--- src/rtl/eeprom_req_arbiter.sv ---
// rtl/eeprom_req_arbiter.sv - two-requester round-robin arbiter for a serial EEPROM engine
//
// Purpose: grants one of requesters A/B to the EEPROM engine, holds the engine
// WR/RD level until eng_ack_i, returns read data, and enforces an idle gap of
// WR_GAP_CYC cycles after every write so the EEPROM can finish its internal
// write cycle. All outputs are registered.
//
// Optional feature: define EEARB_TIMEOUT_EN to abort a WAIT that sees no
// eng_ack_i within TIMEOUT_CYC cycles (done pulses with err=1).
//
// Ports:
//   CLK, RESET                 clock, synchronous active-high reset
//   {a,b}_req_i                request level, held until done
//   {a,b}_we_i/addr_i/wdata_i  op descriptor, stable while req is high
//   {a,b}_done_o               one-cycle completion pulse
//   {a,b}_err_o                timeout flag, valid with done
//   {a,b}_rdata_o              last read byte for that requester
//   eng_wr_o/eng_rd_o          engine command levels
//   eng_addr_o/eng_wdata_o     engine address / write byte
//   eng_rdata_i/eng_ack_i      engine read byte / cycle-complete pulse
//   busy_o                     high in every state except IDLE

module eeprom_req_arbiter #(
  parameter int ADDR_W      = 11,
  parameter int DATA_W      = 8,
  parameter int CNT_W       = 16,
  parameter int WR_GAP_CYC  = 1000,
  parameter int TIMEOUT_CYC = 4095
) (
  input  logic              CLK,
  input  logic              RESET,
  input  logic              a_req_i,
  input  logic              a_we_i,
  input  logic [ADDR_W-1:0] a_addr_i,
  input  logic [DATA_W-1:0] a_wdata_i,
  output logic              a_done_o,
  output logic              a_err_o,
  output logic [DATA_W-1:0] a_rdata_o,
  input  logic              b_req_i,
  input  logic              b_we_i,
  input  logic [ADDR_W-1:0] b_addr_i,
  input  logic [DATA_W-1:0] b_wdata_i,
  output logic              b_done_o,
  output logic              b_err_o,
  output logic [DATA_W-1:0] b_rdata_o,
  output logic              eng_wr_o,
  output logic              eng_rd_o,
  output logic [ADDR_W-1:0] eng_addr_o,
  output logic [DATA_W-1:0] eng_wdata_o,
  input  logic [DATA_W-1:0] eng_rdata_i,
  input  logic              eng_ack_i,
  output logic              busy_o
);

  typedef enum logic [1:0] {S_IDLE, S_WAIT, S_DONE, S_GAP} state_t;

  state_t            state_q, state_d;
  logic              last_gnt_q, last_gnt_d;   // 1 = B was granted last
  logic              gnt_q, gnt_d;             // owner of current op, 1 = B
  logic              we_q, we_d;
  logic              eng_wr_q, eng_wr_d, eng_rd_q, eng_rd_d;
  logic [ADDR_W-1:0] eng_addr_q, eng_addr_d;
  logic [DATA_W-1:0] eng_wdata_q, eng_wdata_d;
  logic              a_done_q, a_done_d, b_done_q, b_done_d;
  logic              a_err_q, a_err_d, b_err_q, b_err_d;
  logic [DATA_W-1:0] a_rdata_q, a_rdata_d, b_rdata_q, b_rdata_d;
  logic              busy_q, busy_d;
  logic [CNT_W-1:0]  gap_cnt_q, gap_cnt_d;
  logic              pick_b;
  logic              tmo_hit;

`ifdef EEARB_TIMEOUT_EN
  logic [CNT_W-1:0]  tmo_cnt_q, tmo_cnt_d;
  // Counter holds (WAIT cycles - 1), so this fires on the TIMEOUT_CYC-th cycle.
  assign tmo_hit = (tmo_cnt_q == CNT_W'(TIMEOUT_CYC - 1));
`else
  logic              unused_tmo;
  assign tmo_hit    = 1'b0;
  assign unused_tmo = ^(CNT_W'(TIMEOUT_CYC));
`endif

  // On a tie the requester that was not granted last wins.
  assign pick_b = b_req_i && (!a_req_i || !last_gnt_q);

  always_ff @(posedge CLK) begin
    if (RESET) begin
      state_q     <= S_IDLE;
      last_gnt_q  <= 1'b1;
      gnt_q       <= 1'b0;
      we_q        <= 1'b0;
      eng_wr_q    <= 1'b0;
      eng_rd_q    <= 1'b0;
      eng_addr_q  <= '0;
      eng_wdata_q <= '0;
      a_done_q    <= 1'b0;
      b_done_q    <= 1'b0;
      a_err_q     <= 1'b0;
      b_err_q     <= 1'b0;
      a_rdata_q   <= '0;
      b_rdata_q   <= '0;
      busy_q      <= 1'b0;
      gap_cnt_q   <= '0;
`ifdef EEARB_TIMEOUT_EN
      tmo_cnt_q   <= '0;
`endif
    end else begin
      state_q     <= state_d;
      last_gnt_q  <= last_gnt_d;
      gnt_q       <= gnt_d;
      we_q        <= we_d;
      eng_wr_q    <= eng_wr_d;
      eng_rd_q    <= eng_rd_d;
      eng_addr_q  <= eng_addr_d;
      eng_wdata_q <= eng_wdata_d;
      a_done_q    <= a_done_d;
      b_done_q    <= b_done_d;
      a_err_q     <= a_err_d;
      b_err_q     <= b_err_d;
      a_rdata_q   <= a_rdata_d;
      b_rdata_q   <= b_rdata_d;
      busy_q      <= busy_d;
      gap_cnt_q   <= gap_cnt_d;
`ifdef EEARB_TIMEOUT_EN
      tmo_cnt_q   <= tmo_cnt_d;
`endif
    end
  end

  always_comb begin
    state_d = state_q;
    case (state_q)
      S_IDLE:  if (a_req_i || b_req_i) state_d = S_WAIT;
      S_WAIT:  if (eng_ack_i || tmo_hit) state_d = S_DONE;
      S_DONE:  state_d = (we_q && (WR_GAP_CYC > 0)) ? S_GAP : S_IDLE;
      S_GAP:   if (gap_cnt_q == '0) state_d = S_IDLE;
      default: state_d = S_IDLE;
    endcase
  end

  always_comb begin
    last_gnt_d  = last_gnt_q;
    gnt_d       = gnt_q;
    we_d        = we_q;
    eng_wr_d    = eng_wr_q;
    eng_rd_d    = eng_rd_q;
    eng_addr_d  = eng_addr_q;
    eng_wdata_d = eng_wdata_q;
    a_done_d    = 1'b0;
    b_done_d    = 1'b0;
    a_err_d     = 1'b0;
    b_err_d     = 1'b0;
    a_rdata_d   = a_rdata_q;
    b_rdata_d   = b_rdata_q;
    gap_cnt_d   = gap_cnt_q;
`ifdef EEARB_TIMEOUT_EN
    tmo_cnt_d   = tmo_cnt_q;
`endif
    case (state_q)
      S_IDLE: begin
        if (a_req_i || b_req_i) begin
          gnt_d       = pick_b;
          last_gnt_d  = pick_b;
          we_d        = pick_b ? b_we_i    : a_we_i;
          eng_addr_d  = pick_b ? b_addr_i  : a_addr_i;
          eng_wdata_d = pick_b ? b_wdata_i : a_wdata_i;
          eng_wr_d    = pick_b ? b_we_i    : a_we_i;
          eng_rd_d    = pick_b ? !b_we_i   : !a_we_i;
`ifdef EEARB_TIMEOUT_EN
          tmo_cnt_d   = '0;
`endif
        end
      end
      S_WAIT: begin
        if (eng_ack_i || tmo_hit) begin
          eng_wr_d = 1'b0;
          eng_rd_d = 1'b0;
          a_done_d = !gnt_q;
          b_done_d = gnt_q;
          // Ack wins over a timeout landing on the same cycle.
          a_err_d  = !eng_ack_i && !gnt_q;
          b_err_d  = !eng_ack_i && gnt_q;
          if (eng_ack_i && !we_q) begin
            if (gnt_q) b_rdata_d = eng_rdata_i;
            else       a_rdata_d = eng_rdata_i;
          end
        end else begin
`ifdef EEARB_TIMEOUT_EN
          tmo_cnt_d = tmo_cnt_q + 1'b1;
`endif
        end
      end
      S_DONE: begin
        if (we_q && (WR_GAP_CYC > 0)) gap_cnt_d = CNT_W'(WR_GAP_CYC - 1);
      end
      S_GAP: begin
        if (gap_cnt_q != '0) gap_cnt_d = gap_cnt_q - 1'b1;
      end
      default: ;
    endcase
    busy_d = (state_d != S_IDLE);
  end

  assign a_done_o    = a_done_q;
  assign b_done_o    = b_done_q;
  assign a_err_o     = a_err_q;
  assign b_err_o     = b_err_q;
  assign a_rdata_o   = a_rdata_q;
  assign b_rdata_o   = b_rdata_q;
  assign eng_wr_o    = eng_wr_q;
  assign eng_rd_o    = eng_rd_q;
  assign eng_addr_o  = eng_addr_q;
  assign eng_wdata_o = eng_wdata_q;
  assign busy_o      = busy_q;

endmodule

--- config.mk ---
export PLATFORM = sky130hd
export DESIGN_NAME = eeprom_req_arbiter
export DESIGN_NICKNAME = d
export VERILOG_FILES = /design/src/rtl/eeprom_req_arbiter.sv
export SDC_FILE = /design/constraint.sdc
export NUM_CORES = 1
export LEC_CHECK = 0
export BUFFER_PORTS_ARGS = -buffer_cell sky130_fd_sc_hd__buf_2
export CORE_MARGIN = 2
export CORE_UTILIZATION = 45
export DETAILED_ROUTE_END_ITERATION = 12
export PLACE_DENSITY = 0.73
export SLEW_MARGIN = 20
export SYNTH_ARGS = -nofsm -noshare
export SYNTH_HDL_FRONTEND = slang
export SYNTH_SLANG_ARGS = --single-unit
--- constraint.sdc ---
create_clock -name CLK -period 5.2 [get_ports CLK]
set_clock_uncertainty 0.05 [all_clocks]
set_input_delay 1.04 -clock CLK [delete_from_list [all_inputs] [get_ports CLK]]
set_output_delay 1.04 -clock CLK [all_outputs]
set_load 0.005 [all_outputs]
==> results.sh <==
export IMPL_via_per_inst=5.283
export IMPL_fin_area_um2=3435
export IMPL_synth_top_cell_area_share=0.4512
export IMPL_cp_startpoint="eng_ack_i"
export IMPL_whs_ns=0.4264
export IMPL_die_w_um=82.82
export IMPL_die_h_um=82.82
export IMPL_path_buf_inv=1
export IMPL_layout_commonest_cell="buf_2"
export IMPL_cts_made_buffers=9
export IMPL_final_nets=437
export IMPL_min_delay_path_class="register to register"
export IMPL_async_reset_ff_frac=0
export IMPL_postRouteAntennaNets=0
export IMPL_synthFlopType="dfxtp_1"
export IMPL_hold_viol_final=0
export IMPL_yosys_cell_types_count=45
export IMPL_outcome="finished, final reports clean"
export IMPL_max_cap_violations=0
export IMPL_netlist_instances=293
export IMPL_synth_edf_count=0
export IMPL_num_vias=2446
export IMPL_worstPathRequired_ns=5.32
export IMPL_maxSlewHeadroom=0.3324
export IMPL_h_tree_depth=3
export IMPL_antenna_found_initial=0
export IMPL_cp_arrival_ns=2.34
export IMPL_ys_warn_count=0
export IMPL_clock_sinks=63
export IMPL_finalCritPeriodShare=0.4265
export IMPL_min_period_ns=2.218
export IMPL_cts_clk_slew_worst_paths_ns=0.07
export IMPL_drtIter0Drc=113
export IMPL_tightest_slew_ns=1.001
export IMPL_gr_total_overflow=0
export IMPL_clock_latency_ns=0.32
export IMPL_maxSlewViolCount=0
export IMPL_start_util=0.4693
export IMPL_top_level_ports=95
export IMPL_first_pass_iters=4
export IMPL_antenna_cells=0
export IMPL_port_buffers=94
export IMPL_cpPeakStageDelay_ns=0.70
export IMPL_hold_buffers=0
export IMPL_wl_um=6046
export IMPL_fin_ws_ns=2.982
export IMPL_clock_path_buffers=2
export IMPL_crit_chain="buf_2, nand3b_1, or3b_2, mux2i_1, nor2_1"
export IMPL_hp_start="eng_wr_o"
export IMPL_p_total_mw=1.064
export IMPL_place_congestion=0.8129
export IMPL_synth_area_top_cells="dfxtp_1, mux2i_1, nor2_1"
export IMPL_rows=28
export IMPL_wl_per_cell_um=13.06
export IMPL_postPlaceCellArea_um2=3277
export IMPL_drive_above_1_share=0.2990
export IMPL_path_class="primary input to register"
export IMPL_place_ws_ns=2.649
export IMPL_post_cts_setup_buffer_count=0
export IMPL_ys_seq_area_frac=0.4512
export IMPL_powerDensity_nw_per_um2=309.7
export IMPL_ctsResizeCount=0
export IMPL_grt_usage=0.1777
export IMPL_core_area_um2=5956
export IMPL_power_leakage_nw=1.566
export IMPL_syn_area_um2=2795
export IMPL_ir_drop_mv=0.1697
export IMPL_crit_path_max_fanout=8
export IMPL_grt_pass1_vias=2230
export IMPL_startpoint_type="primary input"
export IMPL_cts_root_buf="clkbuf_8"
export IMPL_grt_pass1_wl_um=10230
export IMPL_yosys_area_top_type="dfxtp_1"
export IMPL_cp_slowest_cell="or3b_2"
export IMPL_setup_viol=0
export IMPL_layout_common_cells="buf_2, dfxtp_1, nor2_1"
export IMPL_fin_tns_setup_ns=0
export IMPL_max_freq_mhz=450.9
export IMPL_synth_seq_cells=63
export IMPL_syn_to_final_growth_pct=22.87
export IMPL_grt_max_degree=55
export IMPL_synth_avg_cell_area_um2=9.540
export IMPL_hpwlAfterDp_um=4238
export IMPL_grt_setup_unrepaired="false"
export IMPL_die_area_um2=6858
export IMPL_route_detailed_drc=0
export IMPL_r2r_start="gap_cnt_q[0]"
export IMPL_cts_tree="yes"
export IMPL_end_kind="register"
export IMPL_crit_family="simple AND/OR/NAND/NOR gates"
==> stage by stage <==
stage,util,cells
floorplan,-,294
global placement,0.5502,447
detailed placement,0.5502,447
CTS,0.5767,463
global route,0.5767,463
finish,0.5767,463
==> final cells by class <==
class	instances	area (µm²)
clock inverters	4	22.52
multi-input cells	208	1418
repair buffers	96	485.5
inverters	5	18.77
flip-flops and latches	63	1261
clock buffers	12	135.1
fillers	546	2521
well taps	75	93.84
==> cells in the mapped netlist (all sizes together), types with 2 or more instances <==
library cell / number
dfxtp: 63
nor2: 43
mux2i: 40
a211oi: 21
a21oi: 14
clkbuf: 12
nand2: 10
a31oi: 8
nor3: 7
or4: 7
buf: 6
o21ai: 6
inv: 5
nand2b: 5
or3: 5
nand4: 4
a21o: 3
nand3: 3
nor3b: 3
nor4: 3
o31ai: 3
a311oi: 2
and3: 2
nand3b: 2
nand4b: 2
nor2b: 2
==> power breakdown <==
group / switching (mW) / total, mW / internal (mW)
registers: 0.0212 / 0.539 / 0.518
logic: 0.0950 / 0.177 / 0.0824
clock network: 0.176 / 0.347 / 0.171
total: 0.292 / 1.06 / 0.771
==> state kept, by name, indices dropped and copies added (netlist names), 2 cells and up <==
register,flops
a_rdata_o,8
b_rdata_o,8
eng_addr_o,11
eng_wdata_o,8
gap_cnt_q,16
state_q,2
==> worst min-delay path: cells and delay by family (launching register included) <==
kind / cells / cell delay [ns]
AO/OA/AOI/OAI: 1 / 0.06
flip-flops: 1 / 0.31
AND/OR/NAND/NOR: 1 / 0.06
==> per-layer routing <==
| metal | up-vias | GRT usage | part of all wire |
|---|---|---|---|
| met5 | - | 0 | 0 |
| met1 | 1125 | 0.2341 | 0.47 |
| met2 | 62 | 0.2815 | 0.47 |
| met4 | 0 | 0.06557 | 0.0078 |
| li1 | 1255 | - | - |
| met3 | 4 | 0.04573 | 0.052 |
==> final timing paths <==
check	to	slack, ns	cells after the start
max reg2reg	gap_cnt_q[6]	3.20	6
min	eng_wr_o	0.43	2
min reg2reg	eng_wr_o	0.43	2
max	b_rdata_o[0]	2.98	5
==> cells by family (layout without fill, tap and decap cells) <==
logic type | Yosys count | count (layout) | share of synthesized area
compound gates | 62 | 62 | 0.1473
fa+ha+maj | 1 | 1 | 0.004476
buf+inv | 23 | 117 | 0.04432
flops | 63 | 63 | 0.4512
mux | 40 | 40 | 0.1432
other cells | 1 | 2 | 0.001342
simple gates | 103 | 103 | 0.2081
Note: power is estimated with default switching activity, not from simulation.
